<file path="src/rtl/vta_host_responder.sv">
// Host request target: decodes read/write requests into the accelerator
// control/status register file and answers with a deq pulse plus read data.
module vta_host_responder #(
   parameter int unsigned ADDR_BITS    = 8,
   parameter int unsigned DATA_BITS    = 32,
   parameter int unsigned NUM_REGS     = 8,
   parameter int unsigned DRAIN_CYCLES = 2
) (
   input  logic                             clock,
   input  logic                             reset,
   input  logic                             dpi_req_valid,
   input  logic                             dpi_req_opcode,
   input  logic [ADDR_BITS-1:0]             dpi_req_addr,
   input  logic [DATA_BITS-1:0]             dpi_req_value,
   output logic                             dpi_req_deq,
   output logic                             dpi_resp_valid,
   output logic [DATA_BITS-1:0]             dpi_resp_bits,
   output logic                             launch,
   input  logic                             finish,
   output logic [(NUM_REGS-2)*DATA_BITS-1:0] args
);

   localparam int unsigned IDX_W = ADDR_BITS - 2;
   localparam int unsigned CNT_W = (DRAIN_CYCLES > 1) ? $clog2(DRAIN_CYCLES) : 1;
   localparam int unsigned NARGS = NUM_REGS - 2;

   typedef enum logic {
      ST_IDLE,
      ST_DRAIN
   } state_e;

   state_e               state_q, state_d;
   logic [CNT_W-1:0]     cnt_q, cnt_d;
   logic                 deq_q, deq_d;
   logic                 resp_valid_q, resp_valid_d;
   logic [DATA_BITS-1:0] resp_bits_q, resp_bits_d;
   logic [1:0]           ctrl_q, ctrl_d;
   logic [DATA_BITS-1:0] cycles_q, cycles_d;
   logic [DATA_BITS-1:0] args_q [NARGS];
   logic [DATA_BITS-1:0] args_d [NARGS];

   logic [IDX_W-1:0]     req_idx;
   logic [DATA_BITS-1:0] rd_data;
   logic                 accept;
   logic                 unused_addr_bits;

   assign req_idx          = dpi_req_addr[ADDR_BITS-1:2];
   assign unused_addr_bits = ^dpi_req_addr[1:0];
   assign accept           = (state_q == ST_IDLE) && dpi_req_valid;

   // Indices at or beyond NUM_REGS fall through to zero.
   always_comb begin
      rd_data = '0;
      if (req_idx == IDX_W'(0)) begin
         rd_data = {{(DATA_BITS-2){1'b0}}, ctrl_q};
      end else if (req_idx == IDX_W'(1)) begin
         rd_data = cycles_q;
      end else begin
         for (int unsigned i = 0; i < NARGS; i++) begin
            if (req_idx == IDX_W'(i + 2)) begin
               rd_data = args_q[i];
            end
         end
      end
   end

   always_comb begin
      state_d      = state_q;
      cnt_d        = cnt_q;
      deq_d        = 1'b0;
      resp_valid_d = 1'b0;
      resp_bits_d  = resp_bits_q;
      ctrl_d       = ctrl_q;
      cycles_d     = cycles_q;
      args_d       = args_q;

      if (ctrl_q[0]) begin
         cycles_d = cycles_q + DATA_BITS'(1);
      end

      if (state_q == ST_IDLE) begin
         if (accept) begin
            deq_d   = 1'b1;
            state_d = ST_DRAIN;
            cnt_d   = CNT_W'(DRAIN_CYCLES - 1);
            if (dpi_req_opcode) begin
               if (req_idx == IDX_W'(0)) begin
                  ctrl_d = dpi_req_value[1:0];
                  // Launch clear beats the running increment.
                  if (dpi_req_value[0]) begin
                     cycles_d = '0;
                  end
               end
               for (int unsigned i = 0; i < NARGS; i++) begin
                  if (req_idx == IDX_W'(i + 2)) begin
                     args_d[i] = dpi_req_value;
                  end
               end
            end else begin
               resp_valid_d = 1'b1;
               resp_bits_d  = rd_data;
            end
         end
      end else begin
         if (cnt_q == '0) begin
            state_d = ST_IDLE;
         end else begin
            cnt_d = cnt_q - CNT_W'(1);
         end
      end

      // Core completion overrides any same-cycle ctrl write.
      if (finish) begin
         ctrl_d = 2'b10;
      end
   end

   always_ff @(posedge clock or posedge reset) begin
      if (reset) begin
         state_q      <= ST_IDLE;
         cnt_q        <= '0;
         deq_q        <= 1'b0;
         resp_valid_q <= 1'b0;
         resp_bits_q  <= '0;
         ctrl_q       <= '0;
         cycles_q     <= '0;
         args_q       <= '{default: '0};
      end else begin
         state_q      <= state_d;
         cnt_q        <= cnt_d;
         deq_q        <= deq_d;
         resp_valid_q <= resp_valid_d;
         resp_bits_q  <= resp_bits_d;
         ctrl_q       <= ctrl_d;
         cycles_q     <= cycles_d;
         args_q       <= args_d;
      end
   end

   assign dpi_req_deq    = deq_q;
   assign dpi_resp_valid = resp_valid_q;
   assign dpi_resp_bits  = resp_bits_q;
   assign launch         = ctrl_q[0];

   for (genvar g = 0; g < NARGS; g++) begin : g_args
      assign args[g*DATA_BITS +: DATA_BITS] = args_q[g];
   end

endmodule

</file>
<file path="config.mk">
export PLATFORM = sky130hd
export DESIGN_NAME = vta_host_responder
export DESIGN_NICKNAME = d
export VERILOG_FILES = /design/src/rtl/vta_host_responder.sv
export SDC_FILE = /design/constraint.sdc
export NUM_CORES = 1
export LEC_CHECK = 0
export ABC_CLOCK_PERIOD_IN_PS = 11400
export CAP_MARGIN = 20
export CORE_MARGIN = 4
export CORE_UTILIZATION = 51
export CTS_CLUSTER_DIAMETER = 40
export DETAILED_ROUTE_END_ITERATION = 12
export PLACE_DENSITY = 0.92
export SETUP_SLACK_MARGIN = 0.3
export SYNTH_ARGS = -nofsm -noshare
export SYNTH_HDL_FRONTEND = slang
export SYNTH_SLANG_ARGS = --single-unit
</file>
<file path="constraint.sdc">
create_clock -name clock -period 11.4 [get_ports clock]
set_input_delay 3.42 -clock clock [delete_from_list [all_inputs] [get_ports clock]]
set_output_delay 3.42 -clock clock [all_outputs]
set_load 0.005 [all_outputs]
</file>
* Word level (Yosys, flattened, before mapping)
Index checks and enable logic that the tools add are counted.
** Word-level totals
- Bits in registers :: 262
- Word-level logic and storage cells :: 68
** Cells by class
- Reduce and logical (&&, ||, !) cells :: 14
- Add/subtract/negate cells :: 2
- Mux-type cells :: 29
- Bitwise gates (word level) :: 2
- Equality and inequality tests :: 8
** Operator list (number)
- $mux W32 :: 14
- $add A32 B1 Y32 const B :: 1
- $reduce_and A4 Y1 :: 7
- $eq A6 B3 Y1 const B :: 4
- $eq A6 B2 Y1 const B :: 2
- $mux W1 :: 10
- $mux W2 :: 5
- $reduce_bool A2 Y1 :: 4
- $eq A6 B1 Y1 const B :: 1
- $logic_not A6 Y1 :: 1
- $reduce_and A3 Y1 :: 1
- $ne A2 B2 Y1 const B :: 1
- $not A1 Y1 :: 2
- $logic_and A1 B1 Y1 :: 1
- $sub A1 B1 Y1 const B :: 1

* Logic depth before layout (Yosys ltp)
- Depth after elaboration :: 9
- Mapped depth :: 7
- Depth with buffers taken out :: 6

* Least setup slack after synthesis
No wires, ideal clock.
- Path type :: input port to flip-flop
- Start point :: in dpi_req_addr[5]
- End point :: reg args_q (netlist bit args[64])
- Arrival :: 4.925 ns
- Path buffers :: 2
- Slack :: 6.347 ns
- Stages on the path :: 6
- Library setup time :: 0.127 ns
- Data required time :: 11.273 ns
- Cells stage by stage :: or4b_4 -> nor3_4 -> nor2b_1 -> buf_2 -> buf_6 -> mux2_1
** Between the ends
- Word-level cells in the longest chain between the ends :: 2
** Ends and longest elaborated chain
- start: declaration :: RTL line 13 : input logic [ADDR_BITS-1:0] dpi_req_addr,
- $eq A6 B3 Y1 :: RTL line 95 : if (req_idx == IDX_W'(i + 2)) begin
- $reduce_and A4 Y1 (no source line)
- end signal: assignment :: RTL line 136 : args_q <= args_d;
- end: declaration :: RTL line 39 : logic [DATA_BITS-1:0] args_q [NARGS];
No other way between the ends.
A chain may end at the register's enable or synchronous reset.

* Worst setup path in the final report
- Start point :: in dpi_req_addr[4]
- End point :: reg args_q (netlist bit args[81])
Same word-level chain as after synthesis.

==> out/qor.yml <==
cap_viol_max_count: 0
num_antenna_cells: 0
avgViaCountPerCell: 6.07
post_synth_instance_area_um2: 11900
clock-sinks: 262
detail-route-antenna-nets: 0
critical_path.max_stage_delay_ps: 710
worstHoldStart: "state_q"
async_flop_share_pct: 100
run_status: "completed"
floorplan.die_area_um2: 25800
finalNonFillerCells: 1553
mostFrequentLayoutCell: "sky130_fd_sc_hd__clkdlybuf4s50_1"
max_slew_headroom_pct: 26.8
cts-hold-fix-buffers: 0
finalWirelength_um: 37700
ratio_of_cells_with_drive_above_1_in_the_final_layout_pct: 23.3
timing.rr.start: "state_q"
firstDrtPassIters: 5
fin_skew_ps: 20.5
drtIter0Drc: 643
synth_seq_area_share_pct: 55.2
cp_cell_sequence: "clkdlybuf4s50_1 > or4b_4 > nor3_4 > buf_4 > nor2b_4 > buf_4 > mux2_1"
synth_fp_nets: 998
average_cell_area_after_synthesis_um2: 12.5
worst-path-buf-inv: 3
grt_use_met2_pct: 48.5
clock_tree.htree_level_count: 2
crit_fanout: 33
cp.required_ps: 11780
ctsResizeCount: 0
setup_viol: 0
globalRoute.busiestLayer: "met2"
die_height_um: 161
fin_nets: 1259
yosys_most_used_dff: "sky130_fd_sc_hd__dfrtp_1"
first_global_vias: 10084
globalRouteMet1Util_pct: 36.5
die_x_um: 161
crit_type: "in -> reg"
power.density_nw_per_um2: 164
placement.io_buffers: 269
synth_cell_types: 49
yosys_warnings: 0
wl_per_cell_um: 24.3
finalWeightedCongestion: 0.846
critPathTopFamily: "buffers and inverters"
fin_tns_setup_ps: 0
clockRootBuffer: "sky130_fd_sc_hd__clkbuf_16"
clk_transition_reported_paths_ps: 50
most_frequent_cells_in_the_layout: "sky130_fd_sc_hd__clkdlybuf4s50_1 (268), sky130_fd_sc_hd__dfrtp_1 (262), sky130_fd_sc_hd__mux2_2 (190)"
static-leakage-power_nw: 6.86
timing.critical_path.mode_cell: "sky130_fd_sc_hd__buf_4"
worstSetupEndpointType: "flip-flop"
postCtsSetupBuffers: 0
numPlacedInstances: 1483
worst_hold_path.endpoint: "cnt_q"
overflow: 0
finalPower_mw: 2.65
finalMaxSlewViolations: 0
r2r_cells: 5
irDropWorstVdd_uv: 126
timing.fmax_mhz: 157
antenna_found_initial: 0
worst_setup_sp_type: "primary input"
ys_ff_latch: 262
clkLatencyLatePin_ps: 510
i_o_pins: 272
floorplan.core_area_um2: 22800
max_slew.worst_pin.slew_ps: 1100
syn-instance-count: 952
rsz0062_at_grt: "no"
grt_max_degree: 116
routed-via-count: 9429
fp-row-count: 55
areaGrowthSynthToFinish_pct: 35.8
finalWorstPathRequiredPeriod_ps: 6370
reg2reg_setup_slack_ps: 8380
clockBufferDepth: 3
initial_core_util_pct: 52.1
tritoncts: "done"
drc: 0
finalHoldViolations: 0
slowest_stage: "sky130_fd_sc_hd__nor2b_4"
worst_setup_path_startpoint: "dpi_req_addr[4]"
holdCritPathClass: "reg -> reg"
layout_worst_path_cycle_share_pct: 55.9
hpwl_um: 23100
met3_usage_pct: 7.26
grt_pass1_wl_um: 59000
cts_made_buffers: 37
worst-endpoint-arrival_ps: 6750
globalRouteTotalUtil_pct: 28.9
synth_enable_flop_cells: 0
worstReg2RegEnd: "dpi_resp_bits[3]"
worstHoldPathCells: 1
worst max-delay path by stage:
stage                     to  slack [ps]  cells past startpoint
floorplan            args[0]         770                      1
global placement    args[94]        4610                      7
detailed placement  args[94]        4550                      7
CTS                 args[94]        5080                      7
global route        args[94]        4960                      7
finish              args[81]        5030                      7
kinds of logic after synthesis:
logic type,Yosys count,synth area share [%]
XOR/XNOR,28,2.06
AND/OR/NAND/NOR,195,8.71
flip-flops,262,55.2
buffers and inverters,67,2.82
multiplexers,223,21.1
AO/OA/AOI/OAI,176,9.97
adder cells (fa/ha/maj),1,0.105
worst register-to-register path, stage by stage, from the launching register on:
cell,delay (ps)
sky130_fd_sc_hd__dfrtp_1,390
sky130_fd_sc_hd__nor2b_1,410
sky130_fd_sc_hd__nand2b_2,670
sky130_fd_sc_hd__nor2_4,930
sky130_fd_sc_hd__o221ai_1,340
sky130_fd_sc_hd__o21ai_1,210
Yosys cell counts (3+ instances only):
cell                       count  share of area (%)
sky130_fd_sc_hd__buf_1         4               0.13
sky130_fd_sc_hd__nor2_1       46                1.5
sky130_fd_sc_hd__buf_6         3               0.28
sky130_fd_sc_hd__inv_1         4               0.13
sky130_fd_sc_hd__o21ai_0       8               0.34
sky130_fd_sc_hd__clkbuf_1     25               0.79
sky130_fd_sc_hd__o21ai_1      29                1.2
sky130_fd_sc_hd__dfrtp_1     262                 55
sky130_fd_sc_hd__and2_1        4               0.21
sky130_fd_sc_hd__nor4_1        4               0.21
sky130_fd_sc_hd__mux2_1       32                3.0
sky130_fd_sc_hd__and3_1       36                1.9
sky130_fd_sc_hd__nand4_1      11               0.58
sky130_fd_sc_hd__xor2_1       12               0.88
sky130_fd_sc_hd__mux2_2      190                 18
sky130_fd_sc_hd__and4_1        3               0.22
sky130_fd_sc_hd__buf_2        22               0.93
sky130_fd_sc_hd__nand2b_1      4               0.21
sky130_fd_sc_hd__o221ai_1     31                2.3
sky130_fd_sc_hd__a221o_1       3               0.25
sky130_fd_sc_hd__buf_4         9               0.57
sky130_fd_sc_hd__nand2_1      45                1.4
sky130_fd_sc_hd__a21oi_1      38                1.6
sky130_fd_sc_hd__nor3_1        8               0.34
sky130_fd_sc_hd__xnor2_1      16                1.2
sky130_fd_sc_hd__nand3_1      13               0.55
sky130_fd_sc_hd__or3_1         3               0.16
sky130_fd_sc_hd__a22oi_1      60                3.8
layer usage:
metal / vias to the layer above / part of all wire (%)
met2: 504 / 50
met4: 0 / 3.0
met3: 95 / 8.0
met5: - / 0
met1: 4775 / 39
li1: 4055 / -
per-stage QoR:
step	util [%]	area, µm²	hold slack, ps	setup WS, ps
final	70.8	16100	472	5030
after floorplan	-	11900	425	768
after CTS	70.3	16000	473	5080
after global placement	65.0	14800	435	4610
after detailed placement	65.0	14800	466	4550
after global routing	70.8	16100	489	4960
power breakdown:
part	internal, mW	total [mW]	leakage (nW)	switching (mW)
Sequential	1.02	1.12	3.45	0.0931
Combinational	0.233	0.420	2.83	0.188
Clock	0.678	1.11	0.582	0.437
state kept, by name (all words and copies together) (netlist names):
name	cells
args	192
dpi_req_deq	1
dpi_resp_valid	1
ctrl_q	2
cycles_q	32
cnt_q	1
dpi_resp_bits	32
state_q	1
cell type report:
class                   instances  area, µm²
flip-flops and latches        262       6560
repair buffers                285       2890
multi-input cells             623       5070
fillers                      1482       6650
well taps                     313        392
inverters                       4       22.5
clock buffers                  45        996
clock inverters                21        210
Note: power is estimated with default switching activity, not from simulation.
